File: src/rtl/instr_fetch.sv
// rtl/instr_fetch.sv - instruction fetch stage: PC, imem request/response credit, fetch buffer, redirect flush.
// Optional feature macro: IFETCH_MISALIGN_CHECK_EN (sticky misalign_err, halts fetch on misaligned redirect).
module instr_fetch #(
  parameter logic [31:0] RESET_PC = 32'h0000_0000,
  parameter int unsigned DEPTH    = 2
) (
  input  logic        clk,
  input  logic        rst_n,
  output logic        imem_req_valid,
  input  logic        imem_req_ready,
  output logic [31:0] imem_req_addr,
  input  logic        imem_rsp_valid,
  input  logic [31:0] imem_rsp_data,
  input  logic        branch_taken,
  input  logic [31:0] branch_target,
`ifdef IFETCH_MISALIGN_CHECK_EN
  output logic        misalign_err,
`endif
  output logic        inst_valid,
  input  logic        inst_ready,
  output logic [31:0] instruction,
  output logic [31:0] pc_out
);

  localparam int unsigned PW = $clog2(DEPTH);
  localparam int unsigned CW = $clog2(DEPTH + 1);
  localparam logic [CW-1:0] DEPTH_C = CW'(DEPTH);

  typedef enum logic {IDLE, RUN} state_e;

  state_e        state_q, state_d;
  logic [31:0]   pc_q, pc_d;
  logic [CW-1:0] inflight_q, inflight_d;
  logic [CW-1:0] drop_q, drop_d;
  logic [CW-1:0] ghost_q, ghost_d;
  logic [CW-1:0] count_q, count_d;
  logic [CW-1:0] outstanding_d;
  logic [PW-1:0] rd_ptr_q, rd_ptr_d, wr_ptr_q, wr_ptr_d;
  logic [PW-1:0] pcq_rd_q, pcq_rd_d, pcq_wr_q, pcq_wr_d;
  logic [31:0]   data_q [DEPTH];
  logic [31:0]   data_d [DEPTH];
  logic [31:0]   fpc_q  [DEPTH];
  logic [31:0]   fpc_d  [DEPTH];
  logic [31:0]   pcq_q  [DEPTH];
  logic [31:0]   pcq_d  [DEPTH];
  logic [CW:0]   credit_used;
  logic          halted;
  logic          accept, rsp_ghost, rsp_drop, rsp_keep, pop;

`ifdef IFETCH_MISALIGN_CHECK_EN
  logic err_q, err_d;
  assign halted       = err_q;
  assign misalign_err = err_q;
`else
  assign halted = 1'b0;
`endif

  // Credits cover both buffered words and requests still out at memory.
  always_comb begin
    credit_used    = {1'b0, count_q} + {1'b0, inflight_q};
    imem_req_valid = (state_q == RUN) && (credit_used < {1'b0, DEPTH_C}) &&
                     (drop_q == '0) && (ghost_q == '0) && !branch_taken && !halted;
  end

  assign imem_req_addr = pc_q;
  assign inst_valid    = (count_q != '0);
  assign instruction   = data_q[rd_ptr_q];
  assign pc_out        = fpc_q[rd_ptr_q];

  always_comb begin
    accept    = imem_req_valid && imem_req_ready;
    // ghost_q counts responses to requests issued before the last reset.
    rsp_ghost = imem_rsp_valid && (ghost_q != '0);
    rsp_drop  = imem_rsp_valid && (ghost_q == '0) && (drop_q != '0);
    rsp_keep  = imem_rsp_valid && (ghost_q == '0) && (drop_q == '0);
    pop       = inst_valid && inst_ready;

    state_d    = RUN;
    pc_d       = pc_q;
    drop_d     = drop_q;
    ghost_d    = ghost_q;
    rd_ptr_d   = rd_ptr_q;
    wr_ptr_d   = wr_ptr_q;
    pcq_rd_d   = pcq_rd_q;
    pcq_wr_d   = pcq_wr_q;
    data_d     = data_q;
    fpc_d      = fpc_q;
    pcq_d      = pcq_q;
`ifdef IFETCH_MISALIGN_CHECK_EN
    err_d      = err_q;
`endif

    if (accept) begin
      pcq_d[pcq_wr_q] = pc_q;
      pcq_wr_d        = pcq_wr_q + PW'(1);
      pc_d            = pc_q + 32'd4;
    end

    inflight_d = inflight_q + CW'(accept) - CW'(rsp_drop || rsp_keep);
    if (rsp_drop || rsp_keep) begin
      pcq_rd_d = pcq_rd_q + PW'(1);
    end
    if (rsp_ghost) begin
      ghost_d = ghost_q - CW'(1);
    end
    if (rsp_drop) begin
      drop_d = drop_q - CW'(1);
    end
    if (rsp_keep) begin
      data_d[wr_ptr_q] = imem_rsp_data;
      fpc_d[wr_ptr_q]  = pcq_q[pcq_rd_q];
      wr_ptr_d         = wr_ptr_q + PW'(1);
    end
    if (pop) begin
      rd_ptr_d = rd_ptr_q + PW'(1);
    end
    count_d = count_q + CW'(rsp_keep) - CW'(pop);

    // Redirect: everything still outstanding after this edge is wrong-path.
    if (branch_taken) begin
      pc_d     = branch_target & 32'hFFFF_FFFC;
      count_d  = '0;
      rd_ptr_d = '0;
      wr_ptr_d = '0;
      drop_d   = inflight_d;
`ifdef IFETCH_MISALIGN_CHECK_EN
      if (branch_target[1:0] != 2'b00) begin
        err_d = 1'b1;
      end
`endif
    end

    outstanding_d = ghost_d + inflight_d;
  end

  always_ff @(posedge clk) begin
    if (!rst_n) begin
      state_q    <= IDLE;
      pc_q       <= RESET_PC;
      inflight_q <= '0;
      drop_q     <= '0;
      ghost_q    <= outstanding_d;
      count_q    <= '0;
      rd_ptr_q   <= '0;
      wr_ptr_q   <= '0;
      pcq_rd_q   <= '0;
      pcq_wr_q   <= '0;
      for (int i = 0; i < int'(DEPTH); i++) begin
        data_q[i] <= '0;
        fpc_q[i]  <= '0;
        pcq_q[i]  <= '0;
      end
`ifdef IFETCH_MISALIGN_CHECK_EN
      err_q      <= 1'b0;
`endif
    end else begin
      state_q    <= state_d;
      pc_q       <= pc_d;
      inflight_q <= inflight_d;
      drop_q     <= drop_d;
      ghost_q    <= ghost_d;
      count_q    <= count_d;
      rd_ptr_q   <= rd_ptr_d;
      wr_ptr_q   <= wr_ptr_d;
      pcq_rd_q   <= pcq_rd_d;
      pcq_wr_q   <= pcq_wr_d;
      data_q     <= data_d;
      fpc_q      <= fpc_d;
      pcq_q      <= pcq_d;
`ifdef IFETCH_MISALIGN_CHECK_EN
      err_q      <= err_d;
`endif
    end
  end

endmodule
File: config.mk
export PLATFORM = sky130hd
export DESIGN_NAME = instr_fetch
export DESIGN_NICKNAME = d
export VERILOG_FILES = /design/src/rtl/instr_fetch.sv
export SDC_FILE = /design/constraint.sdc
export NUM_CORES = 1
export LEC_CHECK = 0
export CAP_MARGIN = 25
export CORE_AREA = 2 2 153 155
export DETAILED_ROUTE_END_ITERATION = 8
export DIE_AREA = 0 0 155 157
export PLACE_DENSITY = 0.72
export SYNTH_ARGS = -nofsm -noshare
export SYNTH_HDL_FRONTEND = slang
export SYNTH_SLANG_ARGS = --single-unit
File: constraint.sdc
create_clock -name clk -period 4 [get_ports clk]
set_clock_uncertainty 0.2 [all_clocks]
set_input_delay 0.4 -clock clk [delete_from_list [all_inputs] [get_ports clk]]
set_output_delay 0.4 -clock clk [all_outputs]
set_load 0.005 [all_outputs]
* Word-level counts from Yosys, hierarchy flattened
Index checks and enable logic that the tools add are counted.
** Cells by class
- Reduce and logical (&&, ||, !) cells :: 22
- Multiplexer cells :: 23
- Bitwise logic cells :: 5
- $add $sub $neg :: 13
- Magnitude comparators :: 7
** Operators with widths (count)
- $mux W32 :: 13
- $bwmux W64 :: 3
- $demux W32 S1 :: 2
- $add A32 B3 Y32 const B :: 1
- $logic_and A1 B1 Y1 :: 12
- $reduce_bool A2 Y1 :: 5
- $ge A2 B2 Y1 const B :: 4
- $mux W2 :: 4
- $not A1 Y2 :: 4
- $add A1 B1 Y1 const B :: 4
- $add A2 B1 Y2 :: 2
- $logic_not A2 Y1 :: 2
- $lt A2 B1 Y1 const B :: 2
- $sub A2 B1 Y2 :: 2
- $sub A2 B1 Y2 const B :: 2
- $add A2 B2 Y3 :: 1
- $lt A3 B2 Y1 const B :: 1
- $add A2 B2 Y2 :: 1
- $reduce_or A2 Y1 :: 1
- $logic_not A1 Y1 :: 1
- $logic_or A1 B1 Y1 :: 1
- $mux W1 :: 1
- $not A1 Y1 :: 1
** Storage, ports and cells
- Flip-flop bits (word level) :: 237
- Word-level logic and storage cells :: 87
- Input bits :: 70

* Depth between registers and ports, before layout
Gate-level depths: netlist of run 1.
- Depth in word-level cells :: 11
- Mapped depth :: 15
- Mapped depth without buffers :: 13

* Worst setup path before layout of run 1
No wires, ideal clock.
- Kind :: flip-flop to flip-flop
- Start :: register inflight_q[0]
- End :: register ghost_q[1]
- Setup time :: 119 ps
- Buffers on the path :: 2
- Setup slack :: 553 ps
- Arrival time :: 3128 ps
- Data required time :: 3681 ps
- Cell stages (with the launch flop) :: 16
- Cells stage by stage :: dfxtp_1 -> and2_1 -> fa_1 -> or3b_1 -> nor3_2 -> inv_2 -> clkbuf_1 -> clkbuf_1 -> ha_1 -> inv_1 -> ha_1 -> xor2_1 -> xnor2_1 -> xor2_1 -> nor2_1 -> xnor2_1
** Between the ends
- Word-level cells in the longest chain between the ends :: 11
** Ends and longest elaborated chain
- start, declared :: RTL line 33 : logic [CW-1:0] inflight_q, inflight_d;
- start signal, assigned :: RTL line 159 : inflight_q <= inflight_d;
- $add A2 B2 Y3 :: RTL line 60 : credit_used = {1'b0, count_q} + {1'b0, inflight_q};
- $lt A3 B2 Y1 :: RTL line 61 : imem_req_valid = (state_q == RUN) && (credit_used < {1'b0, DEPTH_C}) &&
- $logic_and A1 B1 Y1 (2 in series) :: RTL line 61
- $logic_and A1 B1 Y1 (2 in series) :: RTL line 62 : (drop_q == '0) && (ghost_q == '0) && !branch_taken && !halted;
- $logic_and A1 B1 Y1 :: RTL line 71 : accept = imem_req_valid && imem_req_ready;
- $add A2 B1 Y2 (*) :: RTL line 99 : inflight_d = inflight_q + CW'(accept) - CW'(rsp_drop || rsp_keep);
- $sub A2 B1 Y2 (*) :: RTL line 99
- $add A2 B2 Y2 (*) :: RTL line 133 : outstanding_d = ghost_d + inflight_d;
- $mux W2 (*) :: RTL line 137 : if (!rst_n) begin
- end signal, assigned :: RTL line 142 : ghost_q <= outstanding_d;
- end signal, assigned :: RTL line 161 : ghost_q <= ghost_d;
- end, declared :: RTL line 35 : logic [CW-1:0] ghost_q, ghost_d;
Every way passes the cells marked *; elsewhere a longest branch is shown, timed or not.
A chain may end at the register's enable or synchronous reset.

* Worst setup path in the final report of run 1
Same ends and word-level chain as after synthesis.

==> results of run 1 <==
[cell usage after synthesis, types with 3 or more instances]
cell / count / share of area
dfxtp_1: 227 / 0.45
nand2_1: 214 / 0.080
a21oi_1: 146 / 0.073
nor2_1: 85 / 0.032
clkbuf_1: 76 / 0.028
mux2_2: 65 / 0.073
a211oi_1: 62 / 0.046
nand3_1: 47 / 0.023
o21ai_0: 38 / 0.019
mux2i_1: 32 / 0.032
a31oi_1: 11 / 0.0069
nand4_1: 11 / 0.0069
nor3_1: 11 / 0.0055
xnor2_1: 11 / 0.0096
and2_1: 10 / 0.0062
buf_2: 10 / 0.0050
inv_1: 10 / 0.0037
ha_1: 8 / 0.010
xor2_1: 7 / 0.0061
buf_1: 6 / 0.0022
buf_4: 6 / 0.0045
nand2b_1: 6 / 0.0037
and4_1: 5 / 0.0044
buf_6: 5 / 0.0056
and3_1: 4 / 0.0025
clkbuf_8: 4 / 0.0055
nor4_1: 4 / 0.0025
o22ai_1: 4 / 0.0025
or4_1: 4 / 0.0030
a221oi_1: 3 / 0.0026
a22oi_1: 3 / 0.0022
o211ai_1: 3 / 0.0022
o31a_1: 3 / 0.0026
[where the power goes]
part           switching [mW]  internal [mW]  total (mW)  leakage [nW]
sequential              0.138           2.46        2.59          1.84
clock                   0.871           1.22        2.09         0.361
combinational           0.648          0.680        1.33          1.95
[critical path, stage by stage (launching register included)]
cell and delay, ps:
dfxtp_1 320, and2_1 160, fa_1 450, or3b_1 490, nor3_4 250, inv_2 70, ha_1 280, inv_1 40
ha_1 180, xor2_1 150, xnor2_1 270, xor2_1 180, nor2_1 70, xnor2_1 170
[cells in the final DEF (no fill, tap or decap), types with 4 or more instances in the layout]
cell	n
clkdlybuf4s50_1	161
clkbuf_16	25
or4_1	4
xnor2_1	11
buf_12	4
o22ai_1	4
a31oi_1	11
buf_4	11
and4_1	5
clkinv_2	4
nor3_1	11
ha_1	8
mux2_2	65
clkbuf_8	4
nand4_1	11
nand2b_1	6
a21oi_1	146
dfxtp_1	226
a211oi_1	62
nand3_1	47
o21ai_0	38
nand2_1	214
nor4_1	4
nor2_1	84
and2_1	10
mux2i_1	32
clkbuf_1	7
inv_1	10
xor2_1	7
conb_1	4
[kinds of logic after synthesis]
family	share of synthesized area
AO/OA/AOI/OAI	0.167
XOR/XNOR	0.0157
adder cells (fa/ha/maj)	0.0120
buffers and inverters	0.0600
flip-flops	0.453
multiplexers	0.106
other	0.000374
AND/OR/NAND/NOR	0.186
[layout make-up]
| cell class | instances | area share |
|---|---|---|
| multi-input cells | 830 | 0.396 |
| well taps | 285 | 0.0288 |
| flip-flops and latches | 227 | 0.367 |
| repair buffers | 176 | 0.143 |
| clock inverters | 6 | 0.00283 |
| clock buffers | 36 | 0.0571 |
| inverters | 12 | 0.00404 |
[state kept, by name, indices dropped and copies added (netlist names)]
signal,count
fpc_q,60
pcq_wr_q,1
data_q,64
pcq_rd_q,1
pcq_q,60
count_q,2
imem_req_addr,30
ghost_q,2
state_q,1
rd_ptr_q,1
drop_q,2
inflight_q,2
wr_ptr_q,1
[worst min path at each step]
stage,slack (ps),startpoint,endpoint,cells after the start
5_1_grt,260,branch_target[8],imem_req_addr[8],3
4_1_cts,240,branch_target[8],imem_req_addr[8],3
6_report,250,data_q[57],data_q[57],2
3_3_place_gp,240,data_q[24],data_q[24],2
3_5_place_dp,250,data_q[45],data_q[45],2
2_1_floorplan,230,rst_n,state_q,0
[stage by stage]
stage	cell area [µm²]	worst slack (ps)	hold slack (ps)	util	total power [mW]
after floorplan	10000	553	228	-	3.42
after global placement	11600	678	238	0.517	3.95
after detailed placement	11600	640	246	0.517	3.97
after CTS	12400	611	237	0.550	6.06
after global routing	12400	423	263	0.550	6.32
final	12400	620	252	0.550	6.01
[routing by layer]
layer  global-route usage  routed length, µm  vias up
met2                0.318              11500      225
met4               0.0529                451        0
met1                0.296              12200     3892
met5                    0                  0        -
li1                     -                  -     4288
met3               0.0278               1340       38
==> impl_metrics.toml, run 1 <==
[run_status]
outcome = "completed"

[place]
post-dp-hpwl_mm = 16.1
place_inst = 1530
routabilityCongestion = 0.828
io_buffers = 161

[worst_setup_path]
critPathArrivalTime_ps = 3570
crit_type = "reg -> reg"
cp_max_fo = 4
reg2reg_slack_ps = 620
r2r-end = "ghost_q[1]"
cp-startpoint = "inflight_q[0]"
r2r_start = "inflight_q[0]"
end_kind = "register"
crit_required_ps = 4190
cp-start-kind = "register"
r2r_cells = 13
cp-endpoint = "ghost_q[1]"

[cts]
worst_skew_pair.late_latency_ps = 500
cts_resized = 0
cts_sinks = 227
postCtsHoldBufs = 0
htree_num_levels = 1
cts_tree = "yes"
cts.path.max_buffers = 3
clockRootBuffer = "clkbuf_16"
cts_buffers = 25
clkTransAtPathRegs_ps = 60
cts_setup_buffers = 0

[logic_synthesis]
synth_area_um2 = 10000
yosysWarnings = 0
synth_cells = 1176
yosysSeqAreaShare = 0.453
ys.flop_type = "dfxtp_1"
avgSynthCellArea_um2 = 8.52
ys_ff_latch = 227
synth-edff-count = 0
async_flop_share = 0
ys_types = 60

[final_layout]
regArea_um2 = 4550
antenna_cells = 0
area_growth_pct = 23.4
fill_cells = 2036
drive_gt1_frac = 0.102
nets = 1351
multi_input_area_um2 = 4900
final-instance-count-excl-fill = 1572

[grt]
overflow = 0
grt_pass1_wl_mm = 41.1
grt_max_degree = 99
first_global_vias = 7893
grt_usage = 0.203
antenna_found_initial = 0

[floorplanning]
die_width_um = 155
io_pins = 168
initial_core_util = 0.445
rows = 55
die_h_um = 157
die_area_um2 = 24300
coreArea_um2 = 22500

[route]
drtIter0Drc = 550
drt_wl_total_mm = 25.5
dr_total_vias = 8443
final_antenna_net_count = 0
avgViaCountPerCell = 5.37
wl_per_cell_um = 16.2
firstDrtPassIters = 5
drc = 0

[sta]
tightest_slew_ps = 892
rsz0062_at_grt = "no"
slew_violations = 0
finalCritPeriodShare = 0.845
setup_viol = 0
period_needed_ps = 3380
hold_viol = 0
final.setup.tns_ps = 0
slew_headroom = 0.406
fmax_mhz = 296

[pwr]
ir_drop_v = 0.000261
power.density_nw_per_um2 = 486
p_leak_nw = 4.15

[min_path]
hp-class = "reg -> reg"

[run]
drv_cap = 0
No activity file was read; power rests on OpenSTA's default activity.
==> inputs of run 2 (changes only) <==
Settings changed: PLACE_DENSITY 0.72 to 0.75.
Clock period 4 ns to 2.8 ns, I/O delays scaled along.
==> impl_metrics.toml, run 2 (same netlist as run 1, synthesis figures left out) <==
[run_status]
outcome = "finished with violations"
failed_checks = "setup timing"

[cts]
cts_buffers = 24
worst_skew_pair.late_latency_ps = 500
cts_tree = "yes"
clkTransAtPathRegs_ps = 60
cts_sinks = 227
cts.path.max_buffers = 3
clockRootBuffer = "clkbuf_16"
htree_num_levels = 1

[worst_setup_path]
r2r_cells = 13
critPathArrivalTime_ps = 3180
crit_required_ps = 3000
cpPeakStageDelay_ps = 450
cp_max_fo = 2
cp-start-kind = "register"
r2r-end = "ghost_q[1]"
r2r_start = "inflight_q[0]"
cp_cell_sequence = "and2_4, fa_1, or3b_4, nor3_4, inv_2, ha_4, inv_2, ha_4, xor2_2, xnor2_2, xor2_1, nor2_1, xnor2_1"
crit_type = "reg -> reg"
cpMaxStageDelayCell = "fa_1"
end_kind = "register"
reg2reg_slack_ps = -180

[sta]
final.setup.tns_ps = -790
tightest_slew_ps = 949
finalCritPeriodShare = 1.07
slew_headroom = 0.367
rsz0062_at_grt = "yes"
fmax_mhz = 335
hold_viol = 0
hold-worst-slack_ps = 147
period_needed_ps = 2980
slew_violations = 0
fin_ws_ps = -183
setup_viol = 19

[route]
avgViaCountPerCell = 5.50
drc = 0
drtIter0Drc = 702
final_antenna_net_count = 0
wl_per_cell_um = 16.5
dr_total_vias = 8852
firstDrtPassIters = 8
drt_wl_total_mm = 26.5

[place]
placed_cell_area_um2 = 11900
preCtsSetupSlack_ps = -354
place_inst = 1561
routabilityCongestion = 0.830
post-dp-hpwl_mm = 17.0
io_buffers = 161

[floorplanning]
coreArea_um2 = 22500
initial_core_util = 0.445
die_area_um2 = 24300
rows = 55
die_h_um = 157
io_pins = 168
die_width_um = 155

[min_path]
hp-class = "in -> reg"
hold_path_startpoint = "branch_target[10]"
hold_path_depth = 3
hold_end = "imem_req_addr[10]"

[grt]
first_global_vias = 8280
grt-busiest-layer = "met2"
antenna_found_initial = 0
grt_max_degree = 119
grtUsageMet1 = 0.300
overflow = 0
grt_usage = 0.210
grt_pass1_wl_mm = 42.4
use_met3 = 0.0251
use_met2 = 0.340

[final_layout]
antenna_cells = 0
top_register = "data_q"
nets = 1387
drive_gt1_frac = 0.140
fin_area_um2 = 12900
final-instance-count-excl-fill = 1610
area_growth_pct = 28.5
largestRegisters = "data_q (64), fpc_q (60), pcq_q (60)"
largest_reg_flops = 64
final_cell_mix = "224 x dfxtp_1, 214 x nand2_1, 160 x clkdlybuf4s50_1, 145 x a21oi_1, 84 x nor2_1"
final_common_cell = "dfxtp_1"

[run]
drv_cap = 0

[pwr]
p_leak_nw = 4.42
ir_drop_v = 0.000417
power.density_nw_per_um2 = 701
[run 2: cell count changes in the layout (fill, tap and decap cells not counted), sizes merged]
cell,before,now
clkinv,4,5
buf,15,51
bufinv,0,2
clkdlybuf4s50,161,160
clkbuf,36,34
bufbuf,0,2
[run 2: worst max path at each step]
| stage | startpoint | endpoint | slack, ps | cells after the start |
|---|---|---|---|---|
| finish | inflight_q[0] | ghost_q[1] | -180 | 13 |
| global route | inflight_q[0] | ghost_q[1] | -350 | 13 |
| CTS | inflight_q[0] | ghost_q[1] | -200 | 13 |
| detailed placement | inflight_q[0] | ghost_q[1] | -350 | 13 |
| global placement | inflight_q[0] | ghost_q[1] | -280 | 13 |
| floorplan | inflight_q[0] | ghost_q[1] | -530 | 15 |
[run 2: layout make-up]
type | instances | area [µm²]
flip-flops and latches | 227 | 4550
clock buffers | 34 | 689
well taps | 285 | 357
fillers | 1958 | 9620
repair buffers | 213 | 2150
clock inverters | 9 | 100
inverters | 12 | 50.0
multi-input cells | 830 | 4980
[run 2: through the flow]
step / total power [mW] / util
2_1_floorplan: 4.90 / -
3_3_place_gp: 5.80 / 0.530
3_5_place_dp: 5.84 / 0.530
4_1_cts: 9.08 / 0.571
5_1_grt: 9.45 / 0.572
6_report: 9.03 / 0.572
[run 2: what timing repair did]
action / in CTS / in global routing
resized for setup: 16 / 5
setup buffers: 3 / 3
pin swaps: 7 / 4
setup endpoints to repair: 85 / 46
hold buffers: 0 / 0
hold endpoints to repair: 0 / 0
gates cloned: 2 / 0
[run 2: report_power, final]
group	total [mW]	switching (mW)	internal, mW
logic	2.18	1.02	1.16
clock network	3.16	1.26	1.90
registers	3.69	0.177	3.51
[run 2: critical path, delay by kind of cell (launching register included)]
kind	cells	cell delay [ps]
fa+ha+maj	3	860
simple gates	4	770
xor+xnor	4	610
flops	1	310
buf+inv	2	120
[run 2: routing by layer]
layer  vias to the layer above  share of wire
met2                       294           0.46
met5                         -              0
met3                        38          0.056
met1                      4160           0.47
met4                         0          0.015
li1                       4360              -
==> inputs of run 3 (changes only) <==
Settings changed: CORE_AREA 2 2 153 155 to 2 2 154 156, DIE_AREA 0 0 155 157 to 0 0 156 158, PLACE_DENSITY 0.75 to 0.74.
==> impl_metrics.toml, run 3 (same netlist as run 1, synthesis figures left out) <==
[run_status]
outcome = "finished with violations"
failed_checks = "setup timing"

[pwr]
p_int_mw = 6.63
netSwitchingPower_mw = 2.48
p_sw_frac = 0.273
combPwrFrac = 0.237
power_frac_clock = 0.357
seq_power_share = 0.405
power.density_nw_per_um2 = 704
p_leak_nw = 4.47
ir_drop_v = 0.000407

[route]
drt_wl_total_mm = 26.7
dr_total_vias = 8765
drc = 0
wl_per_cell_um = 16.4
firstDrtPassIters = 7
drtIter0Drc = 595
avgViaCountPerCell = 5.39
final_antenna_net_count = 0

[sta]
finalCritPeriodShare = 1.11
setup_viol = 12
tightest_slew_ps = 938
hold_viol = 0
fin_ws_ps = -303
slew_violations = 0
fmax_mhz = 322
rsz0062_at_grt = "yes"
slew_headroom = 0.375
period_needed_ps = 3100

[place]
routabilityCongestion = 0.817
preCtsSetupSlack_ps = -364
post-dp-hpwl_mm = 17.2
place_inst = 1573
placed_cell_area_um2 = 12000
io_buffers = 161

[floorplanning]
die_width_um = 156
rows = 56
die_area_um2 = 24600
coreArea_um2 = 23100
initial_core_util = 0.435
die_h_um = 158
io_pins = 168

[cts]
postCtsHoldBufs = 0
htree_num_levels = 1
cts_tree = "yes"
cts.path.max_buffers = 3
cts_sinks = 227
cts_buffers = 25
worst_skew_pair.late_latency_ps = 510
clockRootBuffer = "clkbuf_16"
clkTransAtPathRegs_ps = 60

[worst_setup_path]
crit_type = "reg -> reg"
reg2reg_slack_ps = -300
end_kind = "register"
cp_max_fo = 3
crit_required_ps = 3000
r2r_start = "count_q[0]"
critPathArrivalTime_ps = 3310
r2r-end = "ghost_q[1]"
cp-start-kind = "register"
r2r_cells = 13

[grt]
grt_max_degree = 117
grt_pass1_wl_mm = 42.3
first_global_vias = 8100
overflow = 0
grt_usage = 0.208
antenna_found_initial = 0

[min_path]
hold_path_depth = 3
hp-class = "in -> reg"
hold_end = "imem_req_addr[10]"
hold_path_startpoint = "branch_target[10]"

[final_layout]
fin_area_um2 = 12900
nets = 1397
final_core_util = 0.562
area_growth_pct = 29.1
multi_input_area_um2 = 4960
fill_cells = 2020
largestRegisters = "data_q (64), fpc_q (60), pcq_q (60)"
final-instance-count-excl-fill = 1625
regArea_um2 = 4550
antenna_cells = 0
final_common_cell = "dfxtp_1"
top_register = "data_q"
drive_gt1_frac = 0.144
largest_reg_flops = 64
final_cell_mix = "224 x dfxtp_1, 214 x nand2_1, 160 x clkdlybuf4s50_1, 146 x a21oi_1, 83 x nor2_1"

[run]
drv_cap = 0
[run 3: area by class of cell]
cell class | count | share of cell area
repair buffers | 222 | 0.171
inverters | 12 | 0.00387
clock buffers | 33 | 0.0522
well taps | 290 | 0.0280
clock inverters | 11 | 0.0102
flip-flops and latches | 227 | 0.351
multi-input cells | 830 | 0.383
[run 3: layer usage]
| layer | vias to the layer above | routed length (µm) | track usage |
|---|---|---|---|
| met4 | 0 | 354 | 0.0441 |
| met2 | 251 | 12400 | 0.334 |
| met1 | 4106 | 12500 | 0.301 |
| li1 | 4374 | - | - |
| met5 | - | 0 | 0 |
| met3 | 34 | 1460 | 0.0260 |
[run 3: worst max path at each step]
| stage | slack, ps | depth (start not counted) | start | endpoint |
|---|---|---|---|---|
| after floorplan | -530 | 15 | inflight_q[0] | ghost_q[1] |
| after global placement | -300 | 13 | inflight_q[0] | ghost_q[1] |
| after detailed placement | -360 | 13 | inflight_q[0] | ghost_q[1] |
| after CTS | -280 | 13 | count_q[0] | ghost_q[1] |
| after global routing | -420 | 13 | count_q[0] | ghost_q[1] |
| final | -300 | 13 | count_q[0] | ghost_q[1] |
[run 3: what timing repair did]
item,4_1_cts,5_1_grt
cloned,2,0
setup endpoints to repair,80,46
pin swaps,11,2
resized for setup,13,7
setup buffers,3,5
[run 3: through the flow]
stage               TNS, ps  hold WS (ps)  total power [mW]
finish                 -733           133              9.11
global route          -5610           141              9.54
CTS                   -1030           126              9.15
detailed placement    -5150           243              5.85
global placement      -2050           238              5.81
floorplan             -1670           108              4.90
[run 3: power by group through the flow]
stage / Clock [mW] / Combinational (mW) / Sequential, mW
after floorplan: 0 / 1.20 / 3.70
after global placement: 0 / 2.06 / 3.75
after detailed placement: 0 / 2.09 / 3.76
after CTS: 3.30 / 2.15 / 3.69
after global routing: 3.44 / 2.37 / 3.73
final: 3.26 / 2.16 / 3.70
[run 3: worst max-delay path, cell delays in order (launching register included)]
cell	delay, ps
dfxtp_2	320
and2_4	150
fa_1	450
or3b_4	430
nor3_4	140
inv_2	70
ha_4	260
inv_2	40
ha_4	150
xor2_1	160
xnor2_1	250
xor2_1	180
nor2_1	70
xnor2_1	120
